### src/rtl/uart_pkg.sv
// Shared types and constants for the UART modem/flow-control slice.
// msr_t is the 16550 modem status register layout. modem_t holds the
// four modem status lines. delta_t holds the matching sticky change flags.
package uart_pkg;

    // Bit positions inside msr_o.
    localparam int MSR_DCTS = 0;
    localparam int MSR_DDSR = 1;
    localparam int MSR_TERI = 2;
    localparam int MSR_DDCD = 3;
    localparam int MSR_CTS  = 4;
    localparam int MSR_DSR  = 5;
    localparam int MSR_RI   = 6;
    localparam int MSR_DCD  = 7;

    typedef struct packed {
        logic dcd;
        logic ri;
        logic dsr;
        logic cts;
    } modem_t;

    typedef struct packed {
        logic ddcd;
        logic teri;
        logic ddsr;
        logic dcts;
    } delta_t;

    typedef struct packed {
        logic dcd;
        logic ri;
        logic dsr;
        logic cts;
        logic ddcd;
        logic teri;
        logic ddsr;
        logic dcts;
    } msr_t;

    // Width needed to hold a FIFO level from 0 to depth inclusive.
    function automatic int lvl_width(input int depth);
        return $clog2(depth + 1);
    endfunction

endpackage

### src/rtl/uart_flow_ctrl_if.sv
// CSR-side bundle of the flow-control unit: control bits and watermarks
// written by the CSR block, the MSR read strobe, and MSR/IRQ read back.
//   master : CSR block (drives cr_*, msr_rd; observes msr, msr_irq)
//   slave  : uart_flow_ctrl
interface uart_flow_ctrl_if #(
    parameter int LVL_W = 6
);
    logic             cr_uarten;
    logic             cr_rxe;
    logic             cr_txe;
    logic             cr_ctsen;
    logic             cr_rtsen;
    logic             cr_rts;
    logic             cr_dtr;
    logic             cr_out1;
    logic             cr_out2;
    logic             cr_lbe;
    logic             cr_msien;
    logic [LVL_W-1:0] cr_rxwm_hi;
    logic [LVL_W-1:0] cr_rxwm_lo;
    logic             msr_rd;
    logic [7:0]       msr;
    logic             msr_irq;

    modport master (
        output cr_uarten, cr_rxe, cr_txe, cr_ctsen, cr_rtsen,
        output cr_rts, cr_dtr, cr_out1, cr_out2, cr_lbe, cr_msien,
        output cr_rxwm_hi, cr_rxwm_lo, msr_rd,
        input  msr, msr_irq
    );

    modport slave (
        input  cr_uarten, cr_rxe, cr_txe, cr_ctsen, cr_rtsen,
        input  cr_rts, cr_dtr, cr_out1, cr_out2, cr_lbe, cr_msien,
        input  cr_rxwm_hi, cr_rxwm_lo, msr_rd,
        output msr, msr_irq
    );

endinterface

### src/rtl/uart_sync.sv
// 1-bit multi-flop synchroniser for an asynchronous input.
//   clk_i   : destination clock
//   rst_ni  : asynchronous active-low reset, loads RST_VAL into every stage
//   d_i     : asynchronous input
//   q_o     : synchronised output, STAGES cycles after d_i
module uart_sync #(
    parameter int   STAGES  = 2,
    parameter logic RST_VAL = 1'b1
) (
    input  logic clk_i,
    input  logic rst_ni,
    input  logic d_i,
    output logic q_o
);

    logic [STAGES-1:0] sync_q;

    // NOTE: the reset value is the idle level of the line, so nothing
    // downstream sees a phantom edge when reset releases.
    always_ff @(posedge clk_i or negedge rst_ni) begin
        if (!rst_ni) begin
            sync_q <= {STAGES{RST_VAL}};
        end else begin
            // NOTE: non-blocking so every stage samples its predecessor's old value.
            sync_q <= {sync_q[STAGES-2:0], d_i};
        end
    end

    assign q_o = sync_q[STAGES-1];

endmodule

### src/rtl/uart_flow_ctrl.sv
// Modem / flow-control unit between the CSR block and the RX/TX engines.
// Synchronises the modem inputs, keeps the 16550-style MSR with sticky
// deltas and the modem-status IRQ, drives auto-RTS from the RX FIFO level
// with hi/lo hysteresis, gates TX on CTS at frame boundaries, and routes
// the software modem outputs back to status in loopback.
//   clk_i, rst_ni              : clock, asynchronous active-low reset
//   csr                        : CSR bundle (control, watermarks, msr_rd, msr, msr_irq)
//   rx_fifo_level_i            : RX FIFO occupancy
//   tx_busy_i                  : TX engine is between start and stop bit
//   uart_{ri,cts,dsr,dcd}_ni   : asynchronous modem inputs, active-low
//   uart_{dtr,rts,out1,out2}_no: modem outputs, active-low, registered
//   uart_rx_en_o, uart_tx_en_o : engine enables, registered
module uart_flow_ctrl
    import uart_pkg::*;
#(
    parameter int  FIFO_DEPTH  = 32,
    parameter int  SYNC_STAGES = 2,
    localparam int LVL_W       = lvl_width(FIFO_DEPTH)
) (
    input  logic             clk_i,
    input  logic             rst_ni,
    uart_flow_ctrl_if.slave  csr,
    input  logic [LVL_W-1:0] rx_fifo_level_i,
    input  logic             tx_busy_i,
    input  logic             uart_ri_ni,
    input  logic             uart_cts_ni,
    input  logic             uart_dsr_ni,
    input  logic             uart_dcd_ni,
    output logic             uart_dtr_no,
    output logic             uart_rts_no,
    output logic             uart_out1_no,
    output logic             uart_out2_no,
    output logic             uart_rx_en_o,
    output logic             uart_tx_en_o
);

    // Synchronised pins, still active-low.
    logic ri_sync_n, cts_sync_n, dsr_sync_n, dcd_sync_n;

    uart_sync #(.STAGES(SYNC_STAGES), .RST_VAL(1'b1)) u_sync_ri (
        .clk_i(clk_i), .rst_ni(rst_ni), .d_i(uart_ri_ni),  .q_o(ri_sync_n)
    );
    uart_sync #(.STAGES(SYNC_STAGES), .RST_VAL(1'b1)) u_sync_cts (
        .clk_i(clk_i), .rst_ni(rst_ni), .d_i(uart_cts_ni), .q_o(cts_sync_n)
    );
    uart_sync #(.STAGES(SYNC_STAGES), .RST_VAL(1'b1)) u_sync_dsr (
        .clk_i(clk_i), .rst_ni(rst_ni), .d_i(uart_dsr_ni), .q_o(dsr_sync_n)
    );
    uart_sync #(.STAGES(SYNC_STAGES), .RST_VAL(1'b1)) u_sync_dcd (
        .clk_i(clk_i), .rst_ni(rst_ni), .d_i(uart_dcd_ni), .q_o(dcd_sync_n)
    );

    modem_t status_d, status_q;
    delta_t delta_set, delta_d, delta_q;
    logic   rts_hold_d, rts_hold_q;
    logic   tx_en_d;
    msr_t   msr;

    // Status source: loopback feeds the software outputs straight back,
    // otherwise the inverted synchronised pins.
    always_comb begin
        // NOTE: every always_comb output gets a default first so no latch is inferred.
        status_d = modem_t'(~{dcd_sync_n, ri_sync_n, dsr_sync_n, cts_sync_n});
        if (csr.cr_lbe) begin
            status_d = '{dcd: csr.cr_out2, ri: csr.cr_out1, dsr: csr.cr_dtr, cts: csr.cr_rts};
        end
    end

    // Deltas: any change of cts/dsr/dcd, trailing edge only for ri.
    // A read clears the sticky bits but a change in the same cycle survives.
    always_comb begin
        delta_set.dcts = status_q.cts ^ status_d.cts;
        delta_set.ddsr = status_q.dsr ^ status_d.dsr;
        delta_set.ddcd = status_q.dcd ^ status_d.dcd;
        delta_set.teri = status_q.ri & ~status_d.ri;
        delta_d        = csr.msr_rd ? delta_set : delta_t'(delta_q | delta_set);
    end

    // Auto-RTS hysteresis; set wins, so hi <= lo behaves as a plain threshold.
    always_comb begin
        rts_hold_d = rts_hold_q;
        if (!csr.cr_rtsen) begin
            rts_hold_d = 1'b0;
        end else if (rx_fifo_level_i >= csr.cr_rxwm_hi) begin
            rts_hold_d = 1'b1;
        end else if (rx_fifo_level_i <= csr.cr_rxwm_lo) begin
            rts_hold_d = 1'b0;
        end
    end

    // CTS loss only blocks the start of a new frame, never one in flight.
    assign tx_en_d = csr.cr_uarten & csr.cr_txe
                   & (~csr.cr_ctsen | status_q.cts | tx_busy_i);

    always_ff @(posedge clk_i or negedge rst_ni) begin
        if (!rst_ni) begin
            status_q     <= '0;
            delta_q      <= '0;
            rts_hold_q   <= 1'b0;
            uart_dtr_no  <= 1'b1;
            uart_rts_no  <= 1'b1;
            uart_out1_no <= 1'b1;
            uart_out2_no <= 1'b1;
            uart_rx_en_o <= 1'b0;
            uart_tx_en_o <= 1'b0;
        end else begin
            status_q     <= status_d;
            delta_q      <= delta_d;
            rts_hold_q   <= rts_hold_d;
            // Loopback parks every modem pin at its inactive level.
            uart_dtr_no  <= csr.cr_lbe | ~csr.cr_dtr;
            uart_rts_no  <= csr.cr_lbe | ~(csr.cr_rts & ~rts_hold_d);
            uart_out1_no <= csr.cr_lbe | ~csr.cr_out1;
            uart_out2_no <= csr.cr_lbe | ~csr.cr_out2;
            uart_rx_en_o <= csr.cr_uarten & csr.cr_rxe;
            uart_tx_en_o <= tx_en_d;
        end
    end

    assign msr = '{dcd:  status_q.dcd, ri:   status_q.ri,
                   dsr:  status_q.dsr, cts:  status_q.cts,
                   ddcd: delta_q.ddcd, teri: delta_q.teri,
                   ddsr: delta_q.ddsr, dcts: delta_q.dcts};

    assign csr.msr     = msr;
    assign csr.msr_irq = csr.cr_msien & (|delta_q);

endmodule

### src/flat_wrapper.sv
// flat-port wrapper written by rule: the top's interface ports become plain ports
module uart_flow_ctrl_flat import uart_pkg::*;
#(
    parameter int  FIFO_DEPTH  = 32,
    parameter int  SYNC_STAGES = 2,
    localparam int LVL_W       = lvl_width(FIFO_DEPTH)
)
  (clk_i, rst_ni, rx_fifo_level_i, tx_busy_i, uart_ri_ni, uart_cts_ni, uart_dsr_ni, uart_dcd_ni, uart_dtr_no, uart_rts_no, uart_out1_no, uart_out2_no, uart_rx_en_o, uart_tx_en_o, csr_cr_uarten, csr_cr_rxe, csr_cr_txe, csr_cr_ctsen, csr_cr_rtsen, csr_cr_rts, csr_cr_dtr, csr_cr_out1, csr_cr_out2, csr_cr_lbe, csr_cr_msien, csr_cr_rxwm_hi, csr_cr_rxwm_lo, csr_msr_rd, csr_msr, csr_msr_irq);
  uart_flow_ctrl_if #(.LVL_W(($clog2(FIFO_DEPTH + 1)))) csr_i ();
  input  logic clk_i;
  input  logic rst_ni;
  input  logic [LVL_W-1:0] rx_fifo_level_i;
  input  logic tx_busy_i;
  input  logic uart_ri_ni;
  input  logic uart_cts_ni;
  input  logic uart_dsr_ni;
  input  logic uart_dcd_ni;
  output logic uart_dtr_no;
  output logic uart_rts_no;
  output logic uart_out1_no;
  output logic uart_out2_no;
  output logic uart_rx_en_o;
  output logic uart_tx_en_o;
  input wire logic [$bits(csr_i.cr_uarten)-1:0] csr_cr_uarten;
  input wire logic [$bits(csr_i.cr_rxe)-1:0] csr_cr_rxe;
  input wire logic [$bits(csr_i.cr_txe)-1:0] csr_cr_txe;
  input wire logic [$bits(csr_i.cr_ctsen)-1:0] csr_cr_ctsen;
  input wire logic [$bits(csr_i.cr_rtsen)-1:0] csr_cr_rtsen;
  input wire logic [$bits(csr_i.cr_rts)-1:0] csr_cr_rts;
  input wire logic [$bits(csr_i.cr_dtr)-1:0] csr_cr_dtr;
  input wire logic [$bits(csr_i.cr_out1)-1:0] csr_cr_out1;
  input wire logic [$bits(csr_i.cr_out2)-1:0] csr_cr_out2;
  input wire logic [$bits(csr_i.cr_lbe)-1:0] csr_cr_lbe;
  input wire logic [$bits(csr_i.cr_msien)-1:0] csr_cr_msien;
  input wire logic [$bits(csr_i.cr_rxwm_hi)-1:0] csr_cr_rxwm_hi;
  input wire logic [$bits(csr_i.cr_rxwm_lo)-1:0] csr_cr_rxwm_lo;
  input wire logic [$bits(csr_i.msr_rd)-1:0] csr_msr_rd;
  output wire logic [$bits(csr_i.msr)-1:0] csr_msr;
  output wire logic [$bits(csr_i.msr_irq)-1:0] csr_msr_irq;
  assign csr_i.cr_uarten = csr_cr_uarten;
  assign csr_i.cr_rxe = csr_cr_rxe;
  assign csr_i.cr_txe = csr_cr_txe;
  assign csr_i.cr_ctsen = csr_cr_ctsen;
  assign csr_i.cr_rtsen = csr_cr_rtsen;
  assign csr_i.cr_rts = csr_cr_rts;
  assign csr_i.cr_dtr = csr_cr_dtr;
  assign csr_i.cr_out1 = csr_cr_out1;
  assign csr_i.cr_out2 = csr_cr_out2;
  assign csr_i.cr_lbe = csr_cr_lbe;
  assign csr_i.cr_msien = csr_cr_msien;
  assign csr_i.cr_rxwm_hi = csr_cr_rxwm_hi;
  assign csr_i.cr_rxwm_lo = csr_cr_rxwm_lo;
  assign csr_i.msr_rd = csr_msr_rd;
  assign csr_msr = csr_i.msr;
  assign csr_msr_irq = csr_i.msr_irq;
  uart_flow_ctrl #(.FIFO_DEPTH(FIFO_DEPTH), .SYNC_STAGES(SYNC_STAGES)) u_core (.clk_i(clk_i), .rst_ni(rst_ni), .csr(csr_i), .rx_fifo_level_i(rx_fifo_level_i), .tx_busy_i(tx_busy_i), .uart_ri_ni(uart_ri_ni), .uart_cts_ni(uart_cts_ni), .uart_dsr_ni(uart_dsr_ni), .uart_dcd_ni(uart_dcd_ni), .uart_dtr_no(uart_dtr_no), .uart_rts_no(uart_rts_no), .uart_out1_no(uart_out1_no), .uart_out2_no(uart_out2_no), .uart_rx_en_o(uart_rx_en_o), .uart_tx_en_o(uart_tx_en_o));
endmodule
### config.mk
export PLATFORM = sky130hd
export DESIGN_NAME = uart_flow_ctrl_flat
export DESIGN_NICKNAME = d
export VERILOG_FILES = /design/src/rtl/uart_pkg.sv /design/src/rtl/uart_flow_ctrl_if.sv /design/src/rtl/uart_sync.sv /design/src/rtl/uart_flow_ctrl.sv /design/src/flat_wrapper.sv
export SDC_FILE = /design/constraint.sdc
export NUM_CORES = 1
export LEC_CHECK = 0
export CORE_AREA = 4 4 60 57
export DETAILED_ROUTE_END_ITERATION = 8
export DIE_AREA = 0 0 64 61
export PLACE_DENSITY = 0.77
export SLEW_MARGIN = 40
export SYNTH_ARGS = -nofsm -noshare
export SYNTH_HDL_FRONTEND = slang
export SYNTH_SLANG_ARGS = --single-unit
### constraint.sdc
create_clock -name clk_i -period 1 [get_ports clk_i]
set_input_delay 0.2 -clock clk_i [delete_from_list [all_inputs] [get_ports clk_i]]
set_output_delay 0.2 -clock clk_i [all_outputs]
set_load 0.01 [all_outputs]
* Word-level counts from Yosys, hierarchy flattened
Index checks and enable logic that the tools add are counted.
Storage, ports and cells: output and inout bits 15, flip-flop bits (word level) 23, word-level logic and storage cells 51, bits of input ports 37
Cells by class: muxes and demuxes 5, $lt $le $gt $ge 2, bitwise operators 24, reductions and logical operators 1
Operator list (count):
- 4-bit two-way mux | 2
- 1-bit NOT | 7
- 1-bit bitwise AND | 6
- 6-bit greater-or-equal comparator | 1
- 6-bit <= comparator | 1
- 1-bit OR | 6
- 4-bit NOT | 1
- 4-bit OR | 1
- 4-bit OR reduction | 1
- 1-bit two-way mux | 3
- 1-bit bitwise XOR | 3

* Depth between registers and ports, before layout
depth after elaboration 8, gate-level depth with buffers 6, depth with buffers taken out 6

* Cells and area by module
From an unflattened synthesis, not the netlist that was laid out.
Unflattened totals: cell total of the unflattened synthesis 95, area, all modules 1081.0 um^2
By module, submodules not included:
- uart_flow_ctrl | cells an instance 87, times used 1, area each 870.8 um^2, sequential area each 380.4 um^2
- uart_sync | cells an instance 2, times used 4, area each 52.6 um^2, sequential area each 52.6 um^2

* Worst setup path before layout
OpenSTA, ideal clock, no wires.
path type input to register, start in csr_cr_rxwm_hi[2], end reg u_core.uart_rts_no, setup time 94 ps, arrival 1144 ps, data required time 906 ps, stages 5, setup slack -238 ps, cell sequence inv_1 ha_1 or4_4 o21ai_2 nand4b_1
Between the ends: word-level cells in the longest chain between the ends 7
RTL lines:
- start, declared | line flat_wrapper.sv:35 | input wire logic [$bits(csr_i.cr_rxwm_hi)-1:0] csr_cr_rxwm_hi;
- 6-bit greater-or-equal comparator | line uart_flow_ctrl.sv:84 | end else if (rx_fifo_level_i >= csr.cr_rxwm_hi) begin
- 1-bit two-way mux | line uart_flow_ctrl.sv:84
- 1-bit two-way mux | line uart_flow_ctrl.sv:82 | if (!csr.cr_rtsen) begin
- 1-bit NOT | line uart_flow_ctrl.sv:112 | uart_rts_no <= csr.cr_lbe | ~(csr.cr_rts & ~rts_hold_d);
- 1-bit bitwise AND | line uart_flow_ctrl.sv:112
- 1-bit NOT | line uart_flow_ctrl.sv:112
- 1-bit OR | line uart_flow_ctrl.sv:112
- end signal, assigned | line uart_flow_ctrl.sv:112
- end, declared | line uart_flow_ctrl.sv:30 | output logic uart_rts_no,
No other way between the ends.

* Worst setup path in the final report
start reg u_core.delta_q (netlist bit u_core.csr.msr[0]), end out csr_msr_irq
Between the ends: word-level cells in the longest chain between the ends 2
RTL lines:
- start, declared | line uart_flow_ctrl.sv:54 | delta_t delta_set, delta_d, delta_q;
- start signal, assigned | line uart_flow_ctrl.sv:108 | delta_q <= delta_d;
- 4-bit OR reduction | line uart_flow_ctrl.sv:126 | assign csr.msr_irq = csr.cr_msien & (|delta_q);
- 1-bit bitwise AND | line uart_flow_ctrl.sv:126
- end, declared | line flat_wrapper.sv:39 | output wire logic [$bits(csr_i.msr_irq)-1:0] csr_msr_irq;
No other way between the ends.

==> impl_metrics.ini <==
[grt]
gr-total-overflow = 0
grt_pass1_wl_mm = 4.32
antenna_found_initial = 0
grt_pass1_vias = 1038
grt_max_degree = 24
grt_usage = 0.144

[die]
die_area_sq_um = 3900
ios = 52
start_util = 0.397
die_h_um = 61
die_x_um = 64
core_sq_um = 2730
fp-row-count = 18

[cells_and_area]
stdcell_area_sq_um = 1930
final_nets = 215
seqCellArea_sq_um = 591
antenna_cells = 0
nFillCells = 204
drive_gt1_frac = 0.558
final_cells = 205
multiInputGateArea_sq_um = 591
area_growth_pct = 78.1
fin_util = 0.707

[critical_path]
worstSetupPathType = flop to output port
cp-end-kind = output port
startpoint_type = flop
ff2ff_path_depth = 5
cp_max_fo = 2
r2r_setup_slack_ns = 0.03
critPathArrivalTime_ns = 1.28
required_ns = 0.80

[cts]
cts.path.max_buffers = 2
htree_num_levels = 1
cts_made_buffers = 3
cts_root_buf = clkbuf_4
numClockSinks = 23
clkTransAtPathRegs_ns = 0.12
clock_latency_ns = 0.30
cts_tree = built
hold_buffers = 0

[yosys]
synth_fa_ha_area_frac = 0.139
muxShareOfSynthArea = 0.0278
synth-compound-area-share = 0.0984
yosysMostFrequentCell = inv_1
yosys_register_bits = 23
yosysTopAreaCellShare = 0.292
avgSynthCellArea_sq_um = 11.4
netlist_area_sq_um = 1080
synth-simple-area-share = 0.0868
synth-edff-count = 0
synthTopCellsByCount = inv_1 (21), dfstp_2 (12), ha_1 (12)
synthXorXnorAreaFrac = 0.0243
yosys_most_used_dff = dfstp_2
syn_inst = 95
synth_top_area_cell = dfstp_2
ys_warn_count = 0
synth_top_family_by_area = adder cells
synth-async-reset-ratio = 1.00
synthesis.nets = 144
synth.distinct_cells = 27
netlist_top_cells_area = dfstp_2 (29%), dfrtp_1 (25%), ha_1 (14%), inv_1 (7.3%), mux2i_1 (2.8%)
ys_seq_area_frac = 0.546

[sta]
timing.final.ws_setup_ns = -0.478
fin_skew_ns = 0.00820
post-route-min-period_ns = 1.48
hold_violations = 0
setup-violations-final = 16
slew_headroom = 0.836
timing.final.max_slew_violations = 0
rsz0062_at_grt = true
max_freq_ghz = 0.677
timing.hold.ws_ns = 0.223
fin_crit_sh = 1.48
worst_pin_slew_ns = 0.239
tns_ns = -2.03

[routing]
via_per_inst = 4.57
wl_per_cell_um = 13.3
drtPass1Iterations = 4
dr_total_vias = 936
drt_drc_violations_left = 0
drtIter0Drc = 16
detail-route-antenna-nets = 0
drt_wl_total_mm = 2.72

[power]
switching_share = 0.263
pwr-share-seq = 0.491
p_int_mw = 1.59
combinationalPowerShare = 0.321
peakVddDrop_uv = 885
powerDensity_nw_per_um2 = 1120
leakagePower_nw = 0.895
clkPwrFrac = 0.188
power_switching_uw = 567

[run_status]
violations = setup timing
status = finished, violations left

[run]
drv_cap = 0

[placement]
gp_congestion = 0.799
dp_hpwl_mm = 2.12
placed_area_sq_um = 1770
io_buffers = 51
dp_cells = 196

[worst_hold_path]
hp-class = primary input to asynchronous set/reset pin
-- routing by layer --
layer | share of wire | vias up | track usage
met5 | 0 | - | 0
met4 | 0.0099 | 0 | 0.0369
met3 | 0.052 | 2 | 0.0389
met2 | 0.55 | 28 | 0.284
met1 | 0.39 | 449 | 0.152
li1 | - | 457 | -
-- per-stage QoR --
stage          power, mW  setup slack, ns
4_1_cts             2.11           -0.479
2_1_floorplan       1.26           -0.205
6_report            2.15           -0.478
3_3_place_gp        1.63           -0.829
3_5_place_dp        1.65           -0.860
5_1_grt             2.28           -0.550
-- layout by cell type (no fill, tap or decap), types with 2 or more instances in the layout --
| master | count |
|---|---|
| buf_6 | 13 |
| buf_2 | 15 |
| nand2_1 | 3 |
| ha_4 | 8 |
| clkbuf_2 | 2 |
| clkdlybuf4s50_1 | 17 |
| dfrtp_1 | 11 |
| nand2b_1 | 3 |
| a21oi_2 | 3 |
| clkbuf_4 | 3 |
| inv_2 | 8 |
| dfstp_2 | 12 |
| ha_1 | 4 |
| o21ai_1 | 2 |
| dlygate4sd2_1 | 5 |
| o21ai_2 | 2 |
| xnor2_1 | 3 |
| buf_4 | 12 |
| o21ai_0 | 2 |
| inv_1 | 12 |
-- flip-flops by register name, indices dropped and copies added, names as in the netlist --
| register | cells |
|---|---|
| u_core.uart_rts_no | 1 |
| u_core.uart_out1_no | 1 |
| u_core.rts_hold_q | 1 |
| u_core.u_sync_dsr.sync_q | 2 |
| u_core.u_sync_dcd.sync_q | 2 |
| u_core.u_sync_ri.sync_q | 2 |
| u_core.uart_rx_en_o | 1 |
| u_core.uart_dtr_no | 1 |
| u_core.uart_tx_en_o | 1 |
| u_core.uart_out2_no | 1 |
| u_core.csr.msr | 8 |
| u_core.u_sync_cts.sync_q | 2 |
-- final timing paths --
path                                               end                   startpoint
setup / recovery                           csr_msr_irq            u_core.csr.msr[0]
hold / removal                       u_core.csr.msr[3]                       rst_ni
setup reg to reg                     u_core.csr.msr[2]            u_core.csr.msr[2]
hold reg to reg            u_core.u_sync_cts.sync_q[1]  u_core.u_sync_cts.sync_q[0]
max in group asynchronous   u_core.u_sync_ri.sync_q[1]                       rst_ni
min in group clk_i                   u_core.csr.msr[5]                   csr_cr_lbe
-- worst max-delay path: stages, from the launching register on --
cell	delay, ns
dfrtp_1	0.42
o41a_1	0.41
buf_2	0.15
-- cell families after synthesis --
| family | Yosys count |
|---|---|
| flops | 23 |
| xor+xnor | 3 |
| simple gates | 16 |
| compound gates | 16 |
| buf+inv | 22 |
| mux | 3 |
| fa+ha+maj | 12 |
-- power groups by stage --
stage / Combinational [mW] / Sequential (mW) / Clock, mW
global route: 0.756 / 1.07 / 0.460
CTS: 0.632 / 1.05 / 0.419
global placement: 0.563 / 1.06 / 0
floorplan: 0.165 / 1.09 / 0
finish: 0.692 / 1.06 / 0.404
detailed placement: 0.586 / 1.07 / 0
-- cell type report --
cell class / count / share of cell area
Timing Repair Buffer: 67 / 0.302
Sequential cell: 23 / 0.307
Tap cell: 40 / 0.0260
Clock buffer: 4 / 0.0136
Inverter: 21 / 0.0448
Multi-Input combinational cell: 50 / 0.307
-- repair_timing --
item,in CTS,in global routing
pin swaps,23,8
gates resized for setup,144,22
buffers inserted,3,3
setup endpoints to repair,21,21
(Power assumes the default switching activity.)
